File: src/rtl/addsub_seq.sv
// Multi-precision add/subtract sequencer: walks WORDS slices of N bits through an
// external adder/subtractor slice, LSW first, rippling the carry between words.
module addsub_seq #(
    parameter int N     = 4,
    parameter int WORDS = 4
) (
    input  logic               clk,
    input  logic               rst,
    input  logic               start,
    input  logic               op,
    input  logic               cin,
    input  logic [N*WORDS-1:0] a,
    input  logic [N*WORDS-1:0] b,
    output logic               busy,
    output logic               done,
    output logic [N*WORDS-1:0] result,
    output logic               cout,
    output logic               ovf,
    output logic [N-1:0]       au_x,
    output logic [N-1:0]       au_y,
    output logic               au_ci,
    output logic               au_k,
    input  logic [N-1:0]       au_s,
    input  logic               au_cu
);

    localparam int IW = (WORDS > 1) ? $clog2(WORDS) : 1;

    typedef enum logic [1:0] {
        S_IDLE = 2'd0,
        S_RUN  = 2'd1,
        S_DONE = 2'd2
    } state_t;

    state_t                    r_state;
    state_t                    w_next;
    logic [WORDS-1:0][N-1:0]   r_a;
    logic [WORDS-1:0][N-1:0]   r_b;
    logic [WORDS-1:0][N-1:0]   r_res;
    logic                      r_op;
    logic                      r_carry;
    logic [IW-1:0]             r_idx;
    logic                      r_cout;
    logic                      r_ovf;
    logic                      w_last;
    logic                      w_ovf;

    assign w_last = (r_idx == IW'(WORDS - 1));

    // Sign of the top word of A against the effective (possibly inverted) B sign.
    assign w_ovf = (r_a[WORDS-1][N-1] == (r_b[WORDS-1][N-1] ^ r_op)) &&
                   (au_s[N-1] != r_a[WORDS-1][N-1]);

    always_ff @(posedge clk) begin
        if (rst) begin
            r_state <= S_IDLE;
        end else begin
            r_state <= w_next;
        end
    end

    always_comb begin
        w_next = r_state;
        case (r_state)
            S_IDLE:  if (start) w_next = S_RUN;
            S_RUN:   if (w_last) w_next = S_DONE;
            S_DONE:  w_next = S_IDLE;
            default: w_next = S_IDLE;
        endcase
    end

    always_comb begin
        busy  = 1'b0;
        done  = 1'b0;
        au_x  = '0;
        au_y  = '0;
        au_ci = 1'b0;
        au_k  = 1'b0;
        case (r_state)
            S_RUN: begin
                busy  = 1'b1;
                au_x  = r_a[r_idx];
                au_y  = r_b[r_idx];
                au_ci = r_carry;
                au_k  = r_op;
            end
            S_DONE: begin
                busy = 1'b1;
                done = 1'b1;
            end
            default: ;
        endcase
    end

    always_ff @(posedge clk) begin
        if (rst) begin
            r_a     <= '0;
            r_b     <= '0;
            r_res   <= '0;
            r_op    <= 1'b0;
            r_carry <= 1'b0;
            r_idx   <= '0;
            r_cout  <= 1'b0;
            r_ovf   <= 1'b0;
        end else begin
            case (r_state)
                S_IDLE: begin
                    if (start) begin
                        r_a     <= a;
                        r_b     <= b;
                        r_op    <= op;
                        r_idx   <= '0;
                        // Subtract is A + ~B + 1, so the initial carry is forced to 1.
                        r_carry <= op | cin;
                    end
                end
                S_RUN: begin
                    r_res[r_idx] <= au_s;
                    r_carry      <= au_cu;
                    r_idx        <= r_idx + IW'(1);
                    if (w_last) begin
                        r_cout <= au_cu;
                        r_ovf  <= w_ovf;
                    end
                end
                default: ;
            endcase
        end
    end

    assign result = r_res;
    assign cout   = r_cout;
    assign ovf    = r_ovf;

endmodule
File: config.mk
export PLATFORM = sky130hd
export DESIGN_NAME = addsub_seq
export DESIGN_NICKNAME = d
export VERILOG_FILES = /design/src/rtl/addsub_seq.sv
export SDC_FILE = /design/constraint.sdc
export NUM_CORES = 1
export LEC_CHECK = 0
export CAP_MARGIN = 20
export CORE_ASPECT_RATIO = 0.5
export CORE_MARGIN = 5
export CORE_UTILIZATION = 45
export DETAILED_ROUTE_END_ITERATION = 10
export PLACE_DENSITY = 0.77
export SYNTH_ARGS = -nofsm -noshare
export SYNTH_HDL_FRONTEND = slang
export SYNTH_SLANG_ARGS = --single-unit
export TNS_END_PERCENT = 1
File: constraint.sdc
create_clock -name clk -period 2.95 [get_ports clk]
set_input_delay 0.59 -clock clk [delete_from_list [all_inputs] [get_ports clk]]
set_output_delay 0.59 -clock clk [all_outputs]
set_load 0.02 [all_outputs]
# Word level (Yosys, flattened, before mapping)
# Cells that the tools add are included.
# word_totals
regBits	56
in_bits	42
output_inout_bits	30
elab_cells	59
# classes
add_sub_neg	1
magnitude_cmp	2
eq_ne	7
mux	20
n_bitwise	2
n_reduce_logical	9
# ops
operator	n
$mux 4	5
$bmux 4 s2	2
$bwmux 16	1
$demux 4 s2	1
$pmux 2 s2	2
$reduce_and 2->1	4
$mux 2	3
$mux 1	5
$eq 2x2->1 const B	2
$ne 2x2->1 const B	2
$lt 2x3->1 const B	1
$add 2x1->2 const B	1
$eq 2x1->1 const B	1
$ge 2x1->1 const B	1
$logic_and 1x1->1	2
$logic_not 2->1	1
$pmux 1 s2	1
$reduce_bool 2->1	1
$reduce_or 2->1	1
$eq 1x1->1	1
$ne 1x1->1	1
$or 1x1->1	1
$xor 1x1->1	1

# Logic depth before layout (Yosys ltp)
# Gate-level depths: netlist of the first run.
# logic_depth
ltp_word	5
ltp_mapped	7
mapped_depth_nobuf	5

# Least setup slack after synthesis of the first run
# OpenSTA, ideal clock, no wires.
# synth_timing
path_type	reg2out
from	register r_idx[1]
to	output au_x[1]
arrival_ps	1228
t_required_ps	2360
setup_slack_ps	1132
stages_incl_launch_ff	4
n_path_buf	1
path_cell_list	dfxtp_1 > buf_6 > mux4_2 > and2_1
# synth_between
elab_chain_len	3
# synth_lines
item	line_no	text
from (decl)	42	logic [IW-1:0] r_idx;
from (signal assigned)	120	r_idx <= r_idx + IW'(1);
$bmux 4 s2	82	au_x = r_a[r_idx];
$mux 4 (implied by the code)	82	
$mux 4	79	case (r_state)
to (decl)	19	output logic [N-1:0] au_x,
# Every way passes these cells. The select of a mux whose other input is x is not followed.

# Worst setup path in the final report of the first run
# layout_timing
from	register r_idx[0]
to	output au_y[2]
# layout_between
elab_chain_len	3
# layout_lines
item	line_no	text
$bmux 4 s2	83	au_y = r_b[r_idx];
$mux 4 (implied by the code)	83	
$mux 4	79	
to (decl)	20	output logic [N-1:0] au_y,
# Every way passes these cells. The select of a mux whose other input is x is not followed.

==> metrics, run 1 <==
Most Crowded Layer GR=met2; GRT Total Usage=17.3%; #FFs+latches synth=56; Clock Tree Buf Depth=2; most frequent cells in the layout=nand2_1, clkdlybuf4s50_1, dfxtp_1, a21oi_1, nand3_1; final WL=5.83 mm; Internal=1230 uW; yosys warns=0; Achievable Freq=364 MHz; DR vias/cell=5.11; Slew HR=35.0%; first-pass GRT wire length=9.76 mm; Mapped Area=2430 um^2; Slew Viols, Final=0; Syn Nets=341; filler instances=440; sequential share of the synthesized area=46.1%; # nets final=406; min cycle time layout=2750 ps; port buffer count=71; Worst VDD drop=0.000222 V; power share of the combinational group=21.0%; EDFF count, synth=0; routed wire length per instance=13.7 um; Initial DRC Count=146; Clock power frac=29.2%; Sink Count=56; WP data required=2360 ps; GRT overflow=0; crit path launch=r_idx[0]; max_cap viols=0; PwrDens=516 nW/um^2; Via Count=2182; worst slew pin tran=975 ps; io pins=72; fin cells=427; Setup Buffers After CTS=0; worst hold path startpoint=r_carry; Final TNS setup=0 ps; Min-Delay Path Class=register to register; # placed instances=419; Syn Area/Cell=8.36 um^2; die area=7060 um^2; Seq pwr share=49.7%; Synth cell types=25; Die Y=62.0 um; area of the core=5070 um^2; Critical R2R Launch=r_state[0]; startpoint types=register; reg2reg end=r_b[0]; Post-route DRC=0; most common cell after layout, fill and taps aside=nand2_1; share of layout cells above drive strength 1=6.16%; die extent in x=114 um; CTS H-Tree Depth=2; Switch Pwr=460 uW; Leak=0.00119 uW; met1 usage=21.7%; Finished Cell Area=3280 um^2; critical path type=register to output port; Rows=18; RSZ-0062 raised after global routing=no; Reg clk slew, reported paths=100 ps; later-pin clock latency in the skew report=310 ps; Tcrit/Tclk final=93.1%; Initial Utilization=48.0%; r2r setup slk=1140 ps; ANT nets after route=0; Post-DP HPWL=4.39 mm; reg2reg path depth=6; drt first pass iters=4; status=finished clean; post-synthesis cell count=291; Sw Ratio=27.2%; antenna diode count=0; top_reg_cell synth=dfxtp_1; Hold Buf Count CTS=0; top fanout value on the critical path=8; met3 usage=4.35%; grt met2 use=30.6%; vias in the first global route=2153; Num CTS Buffers=5; asr flop ratio synth=0%; Hold Slack=458 ps; root buf cell=clkbuf_8; final RePlAce weighted congestion=0.762; Hold Fails Final Rpt=0; Worst Clk Skew=6.05 ps; pin count of the biggest net entering global routing=57; Final setup viols=0; Worst setup EP type=output port; area grow syn2layout=34.7%; hold path depth=2; Arrival @ worst endpoint=2160 ps; post-CTS sizing=0; CTS tree=done; Hold Path End=r_carry; area post-placement=3170 um^2; initial antenna violation count=0
## metal layers
metal / vias to the layer above / wire (um)
met4: 0 / 38
met1: 1031 / 2710
met5: - / 0
li1: 1091 / -
met2: 55 / 2780
met3: 5 / 298
## worst max-delay path, cell delays in order (launching register included)
cell and delay [ps]:
dfxtp_1 420, buf_4 220, mux4_2 500, and2_1 170
clkdlybuf4s50_1 540
## cells in the mapped netlist (2+ instances only)
master,count,area share [%]
dfxtp_1,56,46
nor3_1,2,0.41
buf_1,2,0.31
nand2b_1,2,0.51
nor2b_1,4,1.0
and2_1,12,3.1
clkbuf_1,9,1.4
nor2_1,2,0.31
inv_1,5,0.77
mux2i_1,3,1.2
buf_4,3,0.93
mux4_2,7,6.5
nand2_1,95,15
a21oi_1,55,11
ha_1,8,4.1
nand3_1,14,2.9
buf_2,3,0.62
buf_6,2,0.93
## worst max path at each step
stage               endpoint  slack [ps]  depth (start not counted)
floorplan            au_x[1]        1130                          3
global placement     au_y[3]         550                          4
detailed placement   au_y[2]         520                          4
CTS                  au_y[2]         180                          4
global route         au_y[0]          80                          4
finish               au_y[2]         200                          4
## power by group through the flow
| stage | clock, uW | combinational (uW) | sequential [uW] |
|---|---|---|---|
| 2_1_floorplan | 0 | 222 | 854 |
| 3_3_place_gp | 0 | 347 | 855 |
| 3_5_place_dp | 0 | 357 | 858 |
| 4_1_cts | 505 | 359 | 841 |
| 5_1_grt | 536 | 395 | 847 |
| 6_report | 494 | 356 | 841 |
## per-stage QoR
stage	utilization [%]	total power [uW]	setup WS (ps)
final	64.7	1690	203
after floorplan	-	1080	1130
after CTS	64.7	1700	176
after global routing	64.7	1780	78.0
after detailed placement	62.5	1220	522
after global placement	62.5	1200	550
## kinds of logic (layout without fill, tap and decap cells)
kind of cell,count (synthesis),after routing,share of synthesized area (%)
simple gates,132,132,23.1
compound gates,59,59,12.6
flops,56,56,46.1
buf+inv,24,90,4.94
mux,11,11,8.80
fa+ha+maj,8,8,4.12
xor+xnor,1,1,0.360
## cell type report
| type | count | area [um^2] | area share (%) |
|---|---|---|---|
| flip-flops and latches | 56 | 1120 | 34.2 |
| clock buffers | 6 | 72.6 | 2.21 |
| repair buffers | 77 | 751 | 22.9 |
| well taps | 70 | 87.6 | 2.67 |
| clock inverters | 2 | 35.0 | 1.07 |
| inverters | 5 | 18.8 | 0.573 |
| multi-input cells | 211 | 1190 | 36.3 |
## flip-flops by register name (all words and copies together) (netlist names)
register,flops
r_a,16
cout,1
r_op,1
r_idx,2
r_carry,1
result,16
r_state,2
r_b,16
ovf,1
Power figures use the tool's default switching activity.
==> run 2, diff against run 1 <==
--- a/config.mk
+++ b/config.mk
@@ -10,7 +10,7 @@
 export CORE_MARGIN = 5
 export CORE_UTILIZATION = 45
 export DETAILED_ROUTE_END_ITERATION = 10
-export PLACE_DENSITY = 0.77
+export PLACE_DENSITY_LB_ADDON = 0.08
 export SYNTH_ARGS = -nofsm -noshare
 export SYNTH_HDL_FRONTEND = slang
 export SYNTH_SLANG_ARGS = --single-unit
==> run 2 against run 1 <==
Flip-flop and latch count unchanged. Hold slack about the same. Via count down 2.1%. Register-to-register slack about the same. Critical endpoint is now au_y[1]. First-iteration DRC count down 28%. Highest routed layer is now met3. Combinational power about the same. Critical path type unchanged. Clock power down 1%.
==> metrics, run 2 (same netlist as run 1, synthesis figures left out) <==
Sequential cell area=1120 um^2 (unchanged); worst hold path startpoint=r_a[14]; Seq pwr share=50.0% (+0.3 points); Sw Ratio=26.8% (-0.40 points); Leak=0.00119 uW (about the same); initial antenna violation count=0 (unchanged); Hold Buf Count CTS=0 (unchanged); GRT overflow=0 (unchanged); first-pass GRT wire length=9.11 mm (-6.7%); power share of the combinational group=21.0% (about the same); Worst setup EP type=output port; Final TNS setup=0 ps (unchanged); CTS H-Tree Depth=2 (unchanged); Reg clk slew, reported paths=100 ps (about the same); share of layout cells above drive strength 1=5.90% (-0.26 points); worst slew pin tran=992 ps (+17.3 ps); PwrDens=513 nW/um^2 (-0.60%); hold path depth=2 (unchanged); r2r setup slk=1150 ps (about the same); Min-Delay Path Class=register to register; vias in the first global route=2062 (-4.2%); Setup Buffers After CTS=0 (unchanged); routed wire length per instance=13.2 um (-3.0%); Clock power frac=29.0% (-0.2 points); Tcrit/Tclk final=93.0% (-0.17 points); Via Count=2136 (-2.1%); status=finished clean; Sink Count=56 (unchanged); Die Y=62.0 um (unchanged); post-CTS sizing=0 (unchanged); root buf cell=clkbuf_8; Hold Fails Final Rpt=0 (unchanged); pin count of the biggest net entering global routing=57 (unchanged); # placed instances=418 (-0.24%); filler instances=462 (+5.0%); io pins=72 (unchanged); area of the core=5070 um^2 (unchanged); CTS tree=done; drt first pass iters=4 (unchanged); Final setup viols=0 (unchanged); Rows=18 (unchanged); Initial Utilization=48.0% (unchanged); min cycle time layout=2740 ps (-4.94 ps); most frequent cells in the layout=nand2_1, clkdlybuf4s50_1, dfxtp_1, a21oi_1, nand3_1; Worst Clk Skew=10.6 ps (+4.56 ps); Hold Path End=r_a[14]; most common cell after layout, fill and taps aside=nand2_1; GRT Total Usage=16.1% (-1.2 points); Post-DP HPWL=4.20 mm (-4.2%); Post-route DRC=0 (unchanged); Critical R2R Launch=r_idx[0]; top fanout value on the critical path=8 (unchanged); die extent in x=114 um (unchanged); Switch Pwr=452 uW (-1.9%); die area=7060 um^2 (unchanged); final RePlAce weighted congestion=0.773 (+1.4%); Internal=1230 uW (about the same); reg2reg end=r_idx[1]; # nets final=405 (-0.25%); Clock Tree Buf Depth=2 (unchanged); RSZ-0062 raised after global routing=no; later-pin clock latency in the skew report=300 ps (about the same); max_cap viols=0 (unchanged); Initial DRC Count=105 (-28%); Hold Slack=457 ps (-0.441 ps); DR vias/cell=5.01 (-1.9%); final WL=5.64 mm (-3.3%); antenna diode count=0 (unchanged); Slew Viols, Final=0 (unchanged); area grow syn2layout=34.9%; area taken by multi-input logic gates=1190 um^2 (unchanged); Slew HR=33.9% (-1.2 points); Achievable Freq=365 MHz (+0.18%); ANT nets after route=0 (unchanged); reg2reg path depth=6 (unchanged); critical path type=register to output port; Arrival @ worst endpoint=2150 ps (about the same); port buffer count=71 (unchanged); fin cells=426 (-0.23%); startpoint types=register; WP data required=2360 ps (about the same); Worst VDD drop=0.000309 V (+39%); Num CTS Buffers=5 (unchanged)
run 2: cell count changes in the layout (fill, tap and decap cells not counted), sizes merged:
cell	change
buf	-1
run 2: how the worst max path moves through the flow:
| stage | startpoint | endpoint | cells past startpoint |
|---|---|---|---|
| CTS | r_idx[0] | au_y[1] | 3 |
| finish | r_idx[0] | au_y[1] | 3 |
| floorplan | r_idx[1] | au_x[1] | 3 |
| global route | r_idx[0] | au_y[3] | 3 |
| detailed placement | r_idx[0] | au_y[1] | 3 |
| global placement | r_idx[0] | au_y[1] | 3 |
run 2: worst max-delay path, stage by stage, from the launching register on:
cell and delay, ps:
dfxtp_1 590, mux4_2 550, and2_1 170, clkdlybuf4s50_1 530
run 2: power by group through the flow:
stage / Clock (uW) / Combinational (uW) / Sequential (uW)
final: 487 / 354 / 842
after global routing: 527 / 389 / 848
after CTS: 498 / 355 / 842
after detailed placement: 0 / 354 / 860
after global placement: 0 / 348 / 858
after floorplan: 0 / 222 / 854
run 2: cell type report:
class,count,area share (%)
inverters,5,0.572
repair buffers,76,23.0
well taps,70,2.67
flip-flops and latches,56,34.2
clock buffers,6,2.21
clock inverters,2,1.07
multi-input cells,211,36.3
run 2: metal layers:
metal / wire length, um / track usage, % / vias up / share of wire [%]
li1: - / - / 1098 / -
met1: 2660 / 20.0 / 977 / 47
met2: 2630 / 29.4 / 61 / 47
met3: 352 / 4.55 / 0 / 6.2
met4: 0 / 2.03 / 0 / 0
met5: 0 / 0 / - / 0
run 2: metrics by stage:
step | setup WS [ps] | util, % | instance area (um^2) | power [uW]
2_1_floorplan | 1130 | - | 2430 | 1080
3_3_place_gp | 516 | 62.6 | 3170 | 1210
3_5_place_dp | 515 | 62.6 | 3170 | 1210
4_1_cts | 163 | 64.8 | 3280 | 1700
5_1_grt | 62.0 | 64.8 | 3280 | 1760
6_report | 208 | 64.8 | 3280 | 1680
